[src/rtl/wallace_mult_arbiter.sv]
// Round-robin sequencer sharing one combinational Wallace-tree multiplier
// between two requesters; settles SETTLE cycles, then returns a tagged product.
module wallace_mult_arbiter #(
    parameter int WIDTH  = 8,
    parameter int SETTLE = 2
) (
    input  logic               clk,
    input  logic               rst_n,
    input  logic               req0_valid,
    output logic               req0_ready,
    input  logic [WIDTH-1:0]   req0_a,
    input  logic [WIDTH-1:0]   req0_b,
    input  logic               req1_valid,
    output logic               req1_ready,
    input  logic [WIDTH-1:0]   req1_a,
    input  logic [WIDTH-1:0]   req1_b,
    output logic [WIDTH-1:0]   mul_a,
    output logic [WIDTH-1:0]   mul_b,
    input  logic [2*WIDTH-1:0] mul_p,
    output logic               resp_valid,
    output logic               resp_id,
    output logic [2*WIDTH-1:0] resp_p,
    output logic               busy
);

    typedef enum logic [1:0] {
        IDLE,
        WAIT,
        DONE
    } state_t;

    localparam logic [3:0] CNT_INIT = 4'(SETTLE - 1);

    state_t     state;
    state_t     state_nxt;
    logic [3:0] cnt;
    logic       owner;
    logic       last_grant;
    logic       grant0;
    logic       grant1;
    logic       accept;

    // last_grant==1 means requester 1 went last, so requester 0 wins a tie
    always_comb begin
        grant0     = req0_valid & (~req1_valid | last_grant);
        grant1     = req1_valid & (~req0_valid | ~last_grant);
        req0_ready = (state == IDLE) & grant0;
        req1_ready = (state == IDLE) & grant1;
        accept     = req0_ready | req1_ready;
        resp_valid = (state == DONE);
        busy       = (state != IDLE);
    end

    always_comb begin
        state_nxt = state;
        unique case (state)
            IDLE: if (accept) state_nxt = WAIT;
            WAIT: if (cnt == 4'd0) state_nxt = DONE;
            DONE: state_nxt = IDLE;
            default: state_nxt = IDLE;
        endcase
    end

    always_ff @(posedge clk or negedge rst_n) begin
        if (!rst_n) begin
            state <= IDLE;
        end else begin
            state <= state_nxt;
        end
    end

    always_ff @(posedge clk or negedge rst_n) begin
        if (!rst_n) begin
            mul_a      <= '0;
            mul_b      <= '0;
            resp_p     <= '0;
            resp_id    <= 1'b0;
            owner      <= 1'b0;
            last_grant <= 1'b1;
            cnt        <= 4'd0;
        end else if (accept) begin
            mul_a      <= grant0 ? req0_a : req1_a;
            mul_b      <= grant0 ? req0_b : req1_b;
            owner      <= grant1;
            last_grant <= grant1;
            cnt        <= CNT_INIT;
        end else if (state == WAIT) begin
            if (cnt == 4'd0) begin
                resp_p  <= mul_p;
                resp_id <= owner;
            end else begin
                cnt <= cnt - 4'd1;
            end
        end
    end

endmodule

[config.mk]
export PLATFORM = sky130hd
export DESIGN_NAME = wallace_mult_arbiter
export DESIGN_NICKNAME = d
export VERILOG_FILES = /design/src/rtl/wallace_mult_arbiter.sv
export SDC_FILE = /design/constraint.sdc
export NUM_CORES = 1
export LEC_CHECK = 0
export CORE_MARGIN = 2
export CORE_UTILIZATION = 40
export CTS_CLUSTER_SIZE = 10
export DETAILED_ROUTE_END_ITERATION = 10
export HOLD_SLACK_MARGIN = 0.08
export PLACE_DENSITY = 0.8
export SLEW_MARGIN = 10
export SYNTH_ARGS = -nofsm -noshare
export SYNTH_HDL_FRONTEND = slang
export SYNTH_SLANG_ARGS = --single-unit
[constraint.sdc]
create_clock -name clk -period 2.7 [get_ports clk]
set_input_delay 0.81 -clock clk [delete_from_list [all_inputs] [get_ports clk]]
set_output_delay 0.81 -clock clk [all_outputs]
set_load 0.03 [all_outputs]
# --- Word level (Yosys, flattened, before mapping) ---
# Index checks and enable logic that the tools add are counted.
totals:
  reg_bits: 41
  latch_bits: 0
  mem_bits_rw: 0
  rom_bits: 0
  out_inout_bits: 37
  n_memories: 0
op_classes:
  add_sub_neg: 1
  n_mul: 0
  n_div: 0
  n_lt_le_gt_ge: 0
  n_eq_ne: 5
  shifts: 0
  n_mux: 8
  bitwise_logic: 11
  reduce_logical: 7
op_table:
  columns: ["operator", "count"]
  rows:
  - ["8-bit two-way mux", 2]
  - ["4-bit two-way mux", 3]
  - ["2-bit inequality test (second input constant)", 3]
  - ["1-bit AND", 4]
  - ["4-bit logical NOT", 1]
  - ["2-bit two-way mux", 2]
  - ["1-bit NOT", 4]
  - ["2-bit one-hot mux with 2 select lines", 1]
  - ["2-bit AND reduction", 2]
  - ["2-bit nonzero test", 2]
  - ["4-bit by 1-bit subtractor with 4-bit output (second input constant)", 1]
  - ["1-bit bitwise OR", 3]
  - ["3-bit AND reduction", 1]
  - ["2-bit by 1-bit equality test with 1-bit output (second input constant)", 1]
  - ["2-bit equality test (second input constant)", 1]
  - ["2-bit logical NOT", 1]

# --- Depth between registers and ports, before layout ---
# Gate-level depths: netlist (run 1).
depth:
  word_depth: 7
  ltp_mapped: 5
  ltp_nobuf: 5

# --- Worst setup path before layout (run 1) ---
# No wires, ideal clock.
synth_path:
  kind: "input port to output port"
  from: "input req1_valid"
  to: "output req0_ready"
  arrival_ps: 1887
  required_ps: 1890
  slack_ps: 3
  stages: 3
  cell_sequence: "and2b_1 clkbuf_1 nor3_1"
synth_between:
  elab_chain_len: 4
synth_lines:
  columns: ["element", "line_no", "text"]
  rows:
  - ["from (decl)", "13", "input logic req1_valid,"]
  - ["1-bit NOT", "45", "grant0 = req0_valid & (~req1_valid | last_grant);"]
  - ["1-bit bitwise OR", "45", null]
  - ["1-bit AND", "45", null]
  - ["1-bit AND", "47", "req0_ready = (state == IDLE) & grant0;"]
  - ["to (decl)", "10", "output logic req0_ready,"]
# No other way between the ends.

# --- Final worst setup path (run 1) ---
layout_path:
  from: "input req0_valid"
  to: "output req1_ready"
layout_between:
  elab_chain_len: 4
layout_lines:
  columns: ["element", "line_no", "text"]
  rows:
  - ["from (decl)", "9", "input logic req0_valid,"]
  - ["1-bit NOT", "46", "grant1 = req1_valid & (~req0_valid | ~last_grant);"]
  - ["1-bit bitwise OR", "46", null]
  - ["1-bit AND", "46", null]
  - ["1-bit AND", "48", "req1_ready = (state == IDLE) & grant1;"]
  - ["to (decl)", "14", "output logic req1_ready,"]
# No other way between the ends.

==> results of run 1 <==
==> worst max-delay path: cells and delay by family <==
family          cells  cell delay, ps
buf+inv             3             910
compound gates      1             110
==> cells in the final DEF (no fill, tap or decap) <==
master,netlist,final
clkdlybuf4s50_1,0,85
dfrtp_1,40,40
a21oi_1,20,20
o21ai_0,20,20
nand3_1,18,18
a31oi_1,17,17
buf_4,0,11
mux2_4,9,9
mux2_2,8,8
inv_1,5,5
clkbuf_8,0,5
mux2i_1,4,4
nor2_1,3,3
nor2_2,2,2
and2b_1,2,2
nand2_1,2,2
ha_1,2,2
clkinv_2,0,2
nor3_2,0,1
nand2b_1,1,1
or2_2,1,1
o21ai_1,1,1
nor3b_4,1,1
nand3b_4,1,1
nor2b_1,1,1
or3b_2,1,1
clkinvlp_4,0,1
buf_2,5,1
dfstp_2,1,1
==> flip-flops by register name (all words and copies together) (netlist names) <==
register / flops
resp_p: 16
mul_a: 8
mul_b: 8
cnt: 4
state: 2
last_grant: 1
owner: 1
resp_id: 1
==> kinds of logic after synthesis <==
kind of cell    synth area share
compound gates             0.163
fa+ha+maj                 0.0131
buf+inv                   0.0411
flops                      0.536
mux                        0.138
simple gates               0.108
==> stage by stage <==
step	total power, mW	std cells	hold WS [ps]	utilization
finish	3.65	320	482	0.634
global route	3.89	320	507	0.634
CTS	3.67	320	492	0.632
detailed placement	3.28	312	490	0.614
global placement	3.24	312	465	0.614
floorplan	2.46	173	446	-
==> final cells by class <==
| cell class | count | area share |
|---|---|---|
| clock inverter | 3 | 0.00593 |
| sequential | 41 | 0.348 |
| tap | 54 | 0.0229 |
| multi-input combinational | 115 | 0.276 |
| clock buffer | 5 | 0.0233 |
| inverter | 5 | 0.00636 |
| timing repair buffer | 97 | 0.318 |
==> power groups by stage <==
stage | clock, mW | sequential (mW) | combinational (mW)
4_1_cts | 0.401 | 1.13 | 2.14
5_1_grt | 0.425 | 1.18 | 2.28
3_3_place_gp | 0 | 1.13 | 2.11
6_report | 0.390 | 1.13 | 2.13
2_1_floorplan | 0 | 1.62 | 0.841
3_5_place_dp | 0 | 1.14 | 2.14
==> final timing paths <==
kind                            slack, ps  depth (start not counted)        from          to
worst max-delay path                   60                          4  req0_valid  req1_ready
worst min-delay path                  480                          1       rst_n     resp_id
worst max register to register       1040                          5      cnt[0]      cnt[0]
worst min register to register        500                          1      cnt[0]      cnt[0]
max in group asynchronous            1670                          2       rst_n  resp_p[14]
min in group clk                      500                          1      cnt[0]      cnt[0]
==> per-layer routing <==
layer / global-route usage / vias up
met1: 0.237 / 834
li1: - / 817
met4: 0.0535 / 0
met3: 0.0622 / 4
met5: 0 / -
met2: 0.324 / 64
==> impl_metrics.json, run 1 <==
{
  "synth.top_cell.area_share": 0.523,
  "grt_pass1_wl_um": 7890,
  "synth_top_area_cell": "dfrtp_1",
  "finalSetupTns_ps": 0,
  "critical_path_arrival_ps": 1830,
  "worst_path_max_delay_cell": "clkdlybuf4s50_1",
  "yosysWarnings": 0,
  "p_int_mw": 2.11,
  "io_pins": 89,
  "grt-ovfl-total": 0,
  "cts_hold_buf": 0,
  "status": "complete, no violations",
  "synth_seq_area_share": 0.536,
  "grt_usage": 0.193,
  "power.switching_mw": 1.54,
  "hold_path.class": "in -> async",
  "p_leak_nw": 1.27,
  "place.gp.congestion": 0.865,
  "insertion_delay_ps": 290,
  "viasPerCell": 5.37,
  "tritoncts.num_buffers": 5,
  "synth_most_common_cell": "dfrtp_1",
  "setup_ws_ps": 61.4,
  "synthTopCellsByArea": "dfrtp_1 52%, mux2_4 7.1%, a31oi_1 5.6%, a21oi_1 5.2%, o21ai_0 5.2%",
  "slew_viol_final": 0,
  "syn_inst": 173,
  "clkSinkCount": 41,
  "diodes": 0,
  "finalHoldViolCount": 0,
  "cts_setup_buffers": 0,
  "finalSetupViolCount": 0,
  "drt_pass1_iterations": 4,
  "path_clk_slew_ps": 80,
  "clkPwrFrac": 0.107,
  "synthArstFlopShare": 1.00,
  "nets": 319,
  "die_area_mm2": 0.00536,
  "worst-slew-pin-transition_ps": 603,
  "drtIter0Drc": 95,
  "seq_area_mm2": 0.00103,
  "syn_avg_cell_area_um2": 11.1,
  "swShare": 0.423,
  "cts_max_path_buffers": 2,
  "area_growth_pct": 54.1,
  "synth-main-ff-cell": "dfrtp_1",
  "synth_edf_count": 0,
  "drc": 0,
  "vias": 1719,
  "yosysUniqueCellTypes": 28,
  "maxCapViolations": 0,
  "dpl.hpwl_um": 3500,
  "maxClockFrequency_mhz": 379,
  "relSlewSlack": 0.598,
  "worst_path_most_repeated_cell": "buf_4",
  "yosys-top-cells-count": "40 x dfrtp_1, 20 x a21oi_1, 20 x o21ai_0, 18 x nand3_1, 17 x a31oi_1",
  "grt_max_degree": 24,
  "place_area_mm2": 0.00286,
  "combPwrFrac": 0.583,
  "cts-root-buf": "clkbuf_8",
  "multi_input_area_um2": 815,
  "wl_per_cell_um": 15.0,
  "slowest_delay_ps": 490,
  "grt_pass1_vias": 1711,
  "tritoncts": "built",
  "drt-total-wl_um": 4810,
  "crit_chain": "clkdlybuf4s50_1, buf_4, a21oi_1, buf_4",
  "critPathRequiredTime_ps": 1890,
  "cts_resized": 0,
  "vdd_ir_drop_max_mv": 0.694,
  "routed-wl-met3_um": 346,
  "seqPwrFrac": 0.310,
  "antenna_found_initial": 0,
  "n_fill_cell": 390,
  "fin_area_mm2": 0.00295,
  "detail-route-antenna-nets": 0,
  "cp_max_fo": 20,
  "portBuffers": 88,
  "dieHeight_um": 73.2,
  "worst_setup_path_start_kind": "input pin",
  "core_mm2": 0.00466,
  "fin_crit_sh": 0.977,
  "synth_seq_cells": 41,
  "wl_met2_um": 2460,
  "clock_skew_ps": 6.25,
  "drive_above_1_share": 0.169,
  "crit_type": "in -> out",
  "h-tree-depth": 2,
  "syn_nets": 227,
  "start_util": 0.411,
  "highest_layer": "met4",
  "die_w_um": 73.2,
  "powerDensity_mw_per_mm2": 1240,
  "end_kind": "output pin",
  "syn_area_mm2": 0.00192,
  "dp_slack_ps": 39.3,
  "m1WireLength_um": 1980,
  "min_period_ps": 2640,
  "rows": 25
}
(Power assumes the default switching activity.)
==> run 2: changes to the inputs <==
- CORE_MARGIN: 2 -> unset
- RECOVER_POWER: unset -> 50
==> run 2 against run 1 <==
Net effect:
- the flow now finishes with violations (design-rule violations)
- global-route usage shrank 0.30 points
- clock power grew 28%
- sequential share of layout area up 0.45 points
- sequential power is essentially flat
- register-to-register slack lost 360 ps
- sequential cell count is the same
- non-clock buffer count decreased by 3
- die area is 5.4% lower
- fmax rose by 0.59%
- combinational power shrank 5%
- critical path depth stayed put
- critical path type unchanged
- largest power group unchanged
==> impl_metrics.json, run 2 (same netlist as run 1, synthesis figures left out) <==
{
  "status": "finished, violations left",
  "violations": "design-rule violations",
  "vias": 1657,
  "viasPerCell": 5.26,
  "largest_registers": "resp_p: 16 flops, mul_a: 8 flops, mul_b: 8 flops",
  "reg2reg_depth": 3,
  "rsz0062_at_grt": "no",
  "powerDensity_mw_per_mm2": 1250,
  "detail-route-antenna-nets": 0,
  "multi_input_area_um2": 776,
  "maxCapViolations": 0,
  "grt_pass1_vias": 1603,
  "maxClockFrequency_mhz": 381,
  "power.switching_mw": 1.50,
  "end_kind": "output pin",
  "diodes": 0,
  "seqPwrFrac": 0.307,
  "m1WireLength_um": 1920,
  "grt_usage": 0.190,
  "h-tree-depth": 2,
  "rows": 24,
  "min_path_cells": 1,
  "place.gp.congestion": 0.755,
  "worst-slew-pin-transition_ps": 1150,
  "critical_path_arrival_ps": 1810,
  "nets": 316,
  "largest_register": "resp_p",
  "clock_skew_ps": 4.08,
  "dpl.hpwl_um": 3350,
  "critPathRequiredTime_ps": 1890,
  "finalSetupTns_ps": 0,
  "insertion_delay_ps": 280,
  "cts_hold_buf": 0,
  "area_growth_pct": 52.2,
  "drc": 5,
  "cts_setup_buffers": 0,
  "grt_max_degree": 23,
  "routed-wl-met3_um": 307,
  "portBuffers": 88,
  "grt-ovfl-total": 0,
  "p_leak_nw": 1.21,
  "combPwrFrac": 0.556,
  "drt-total-wl_um": 4520,
  "seq_area_mm2": 0.00103,
  "worst_hold_slack_ps": 499,
  "relSlewSlack": 0.235,
  "fin_crit_sh": 0.972,
  "hold_path.class": "reg -> reg",
  "largest_register_ffs": 16,
  "final_common_cell": "clkdlybuf4s50_1",
  "io_pins": 89,
  "final_cell_mix": "85 x clkdlybuf4s50_1, 40 x dfrtp_1, 20 x a21oi_1, 20 x o21ai_0, 18 x nand3_1",
  "drive_above_1_share": 0.122,
  "vdd_ir_drop_max_mv": 0.589,
  "drt_pass1_iterations": 7,
  "clkPwrFrac": 0.137,
  "finalSetupViolCount": 0,
  "grt_pass1_wl_um": 7510,
  "clkSinkCount": 41,
  "die_w_um": 71.2,
  "dp_cells": 307,
  "cts_max_path_buffers": 2,
  "worst_setup_path_start_kind": "input pin",
  "slew_viol_final": 0,
  "min_period_ps": 2620,
  "wl_met2_um": 2260,
  "antenna_found_initial": 0,
  "wl_per_cell_um": 14.4,
  "final_util": 0.652,
  "swShare": 0.412,
  "cts_resized": 0,
  "cts-root-buf": "clkbuf_8",
  "layoutNonFillerInstCount": 315,
  "finalHoldViolCount": 0,
  "dieHeight_um": 71.2,
  "path_clk_slew_ps": 70,
  "highest_layer": "met4",
  "start_util": 0.428,
  "die_area_mm2": 0.00507,
  "crit_type": "in -> out",
  "tritoncts": "built",
  "drtIter0Drc": 87,
  "p_int_mw": 2.14,
  "tritoncts.num_buffers": 5,
  "cp_max_fo": 20,
  "n_fill_cell": 380,
  "core_mm2": 0.00447
}
[run 2: cell count changes in the layout (fill, tap and decap cells not counted), sizes merged]
| cell | previous run | this run |
|---|---|---|
| clkbuf | 5 | 9 |
| bufinv | 0 | 1 |
| clkinv | 2 | 0 |
| buf | 12 | 7 |
| clkinvlp | 1 | 0 |
[run 2: cell type report]
type,count,area share
clock buffers,7,0.0296
clock inverters,1,0.0103
flip-flops and latches,41,0.352
inverters,5,0.00644
repair buffers,94,0.313
multi-input cells,115,0.266
well taps,52,0.0223
[run 2: worst max-delay path: stages]
cell	delay, ps
clkdlybuf4s50_1	490
buf_4	240
a21oi_1	90
buf_4	170
[run 2: worst paths after layout]
kind                            startpoint    endpoint  slack [ps]
worst max-delay path            req0_valid  req1_ready          80
worst min-delay path                cnt[0]      cnt[0]         500
worst max register to register    state[1]  resp_p[11]         680
worst min register to register      cnt[0]      cnt[0]         500
max in group asynchronous            rst_n  last_grant         870
min in group asynchronous            rst_n    mul_a[7]         730
[run 2: power groups by stage]
| stage | logic, mW | clock network (mW) | registers [mW] |
|---|---|---|---|
| 2_1_floorplan | 0.841 | 0 | 1.62 |
| 3_3_place_gp | 2.10 | 0 | 1.12 |
| 3_5_place_dp | 2.13 | 0 | 1.13 |
| 4_1_cts | 2.13 | 0.507 | 1.13 |
| 5_1_grt | 2.18 | 0.540 | 1.16 |
| 6_report | 2.03 | 0.499 | 1.12 |
[run 2: layer usage]
layer	global-route usage	vias up
met4	0.0556	0
met1	0.235	790
met3	0.0613	5
met2	0.316	58
li1	-	804
met5	0	-
[run 2: metrics by stage]
stage | total power, mW | setup slack [ps] | instance area [um2]
6_report | 3.65 | 76.9 | 2920
5_1_grt | 3.88 | 36.8 | 2920
4_1_cts | 3.76 | 23.7 | 2950
3_5_place_dp | 3.26 | 24.9 | 2840
3_3_place_gp | 3.22 | 72.2 | 2840
2_1_floorplan | 2.46 | 3.22 | 1920
==> patch: new RTL, config.mk and constraints of run 1 <==
`WIDTH`: 8 -> 10.
--- a/src/rtl/wallace_mult_arbiter.sv
+++ b/src/rtl/wallace_mult_arbiter.sv
@@ -1,7 +1,7 @@
 // Round-robin sequencer sharing one combinational Wallace-tree multiplier
 // between two requesters; settles SETTLE cycles, then returns a tagged product.
 module wallace_mult_arbiter #(
-    parameter int WIDTH  = 8,
+    parameter int WIDTH  = 10,
     parameter int SETTLE = 2
 ) (
     input  logic               clk,
Ports: changed (8 resized); port bits go from 89 to 109. The function was not compared with the original's and may differ.
==> patch against run 1 <==
- worst setup slack gained 14 ps
- sequential cell count rose by 8
- area after synthesis rose by 19%
- hold slack better by 28 ps
- via count increased by 17%
- total power rose by 24%
- critical path depth is 1 higher
- design area grew 22%
- wire length is 24% higher
- register-to-register slack worse by 210 ps
==> patch: results (changes against run 1) <==
CP peak stage delay=490 ps (about the same); yosys warns=0 (unchanged); detailed-route via count=2018 (+17%); arrival time at the worst endpoint=1810 ps (-20 ps); Port Buf Inserts=108 (+23%); synth top area cells=dfrtp_1 52%, mux2_4 12%, a31oi_1 5.7%; net count after synthesis=271 (+19%); Setup Skew=7.74 ps (+1.49 ps); Worst Setup EP=req1_ready; CP Max Fanout=6 (-70%); CP max stage cell=clkdlybuf4s50_1; Regs by FF count=resp_p: 20 flops, mul_a: 10 flops, mul_b: 10 flops; Worst R2R End=resp_p[8]; first-pass GRT wire length=9500 microns (+20%); dpl hpwl=4360 microns (+25%); register area share after synthesis=53.6% (about the same); largest net degree at the start of global routing=27 (+13%); status=finished, final reports clean; layout cell share with drive strength beyond 1=16.0% (-0.94 points); Min Hold Slack=510 ps (+28.1 ps); Peak VDD IR=599 uV (-14%); Leak=1.52 nW (+19%); Detailed Route WL=5990 microns (+24%); Setup crit start=req1_valid; reg-to-reg slack, setup=830 ps (-210 ps); drt initial violations=67 (-29%); actual slew at the worst max-slew pin=605 ps (+1.57 ps); Int Pwr=0.00269 W (+28%); worst-case reg-to-reg path depth=4 (-1); Hold Path Class=in -> async; Post-synth top cells=48 x dfrtp_1, 24 x a21oi_1, 22 x o21ai_0; GPL Wtd Cong=0.744 (-14%); fin nets=378 (+18%); H-tree levels=2 (unchanged); GRT Resource Usage Total=19.2% (-0.030 points); Yosys cell types=26 (-7.1%)
[patch: cell types whose count changed in the layout (fill, tap and decap cells not counted), sizes merged, moves of 2 or more]
cell           change
bufinv             +2
a21oi              +4
nand3              +2
mux2               +4
and2b              -2
a31oi              +4
clkdlybuf4s50     +20
dfrtp              +8
[patch: how the worst min path moves through the flow]
stage | cells past startpoint | startpoint | endpoint
2_1_floorplan | 2 | owner | owner
3_3_place_gp | 1 | resp_p[1] | resp_p[1]
3_5_place_dp | 1 | resp_p[15] | resp_p[15]
4_1_cts | 1 | rst_n | resp_p[15]
5_1_grt | 1 | resp_p[4] | resp_p[4]
6_report | 1 | rst_n | mul_a[8]
[patch: area by class of cell]
class	instances	area, sq um
clock buffers	5	68.8
clock inverters	3	65.1
fillers	445	1910
inverters	5	18.8
multi-input cells	133	963
flip-flops and latches	49	1230
well taps	72	90.1
repair buffers	118	1160
[patch: worst reg2reg max path, cell delays in order, from the launching register on]
cell and delay [ps]:
dfrtp_1 420, inv_1 100, ha_1 170, or4b_4 690, mux2_4 380
[patch: per-layer routing]
metal	wire length, microns	GRT usage [%]	vias up
met5	0	0	-
met4	69	6.03	0
met3	501	6.11	7
met2	2910	32.4	83
met1	2500	23.4	970
li1	-	-	958
[patch: per-stage QoR]
| step | util, % | std cells | worst slack, ps | instance area (sq um) |
|---|---|---|---|---|
| 3_3_place_gp | 62.6 | 377 | 41.5 | 3450 |
| 3_5_place_dp | 62.6 | 377 | 4.14 | 3450 |
| 6_report | 65.2 | 385 | 75.3 | 3590 |
| 4_1_cts | 65.1 | 385 | 0.399 | 3580 |
| 5_1_grt | 65.2 | 385 | 16.6 | 3590 |
| 2_1_floorplan | - | 205 | 60.5 | 2290 |
[patch: cell families (layout without fill, tap and decap cells)]
family	after synthesis	after routing	share of synthesized area, %
buf+inv	23	131	4.76
fa+ha+maj	2	2	1.09
mux	24	24	14.8
simple gates	38	38	9.35
flops	49	49	53.6
compound gates	69	69	16.4
[patch: power groups by stage]
stage	combinational (W)	sequential [W]	clock, W
CTS	0.00259	0.00134	0.000622
detailed placement	0.00259	0.00135	0
finish	0.00258	0.00134	0.000611
global route	0.00275	0.00139	0.000662
global placement	0.00255	0.00134	0
floorplan	0.000997	0.00195	0
[patch: what timing repair did]
item	4_1_cts	5_1_grt
endpoints found under the hold margin	0	0
gates resized for setup	0	2
setup endpoints to repair	0	2
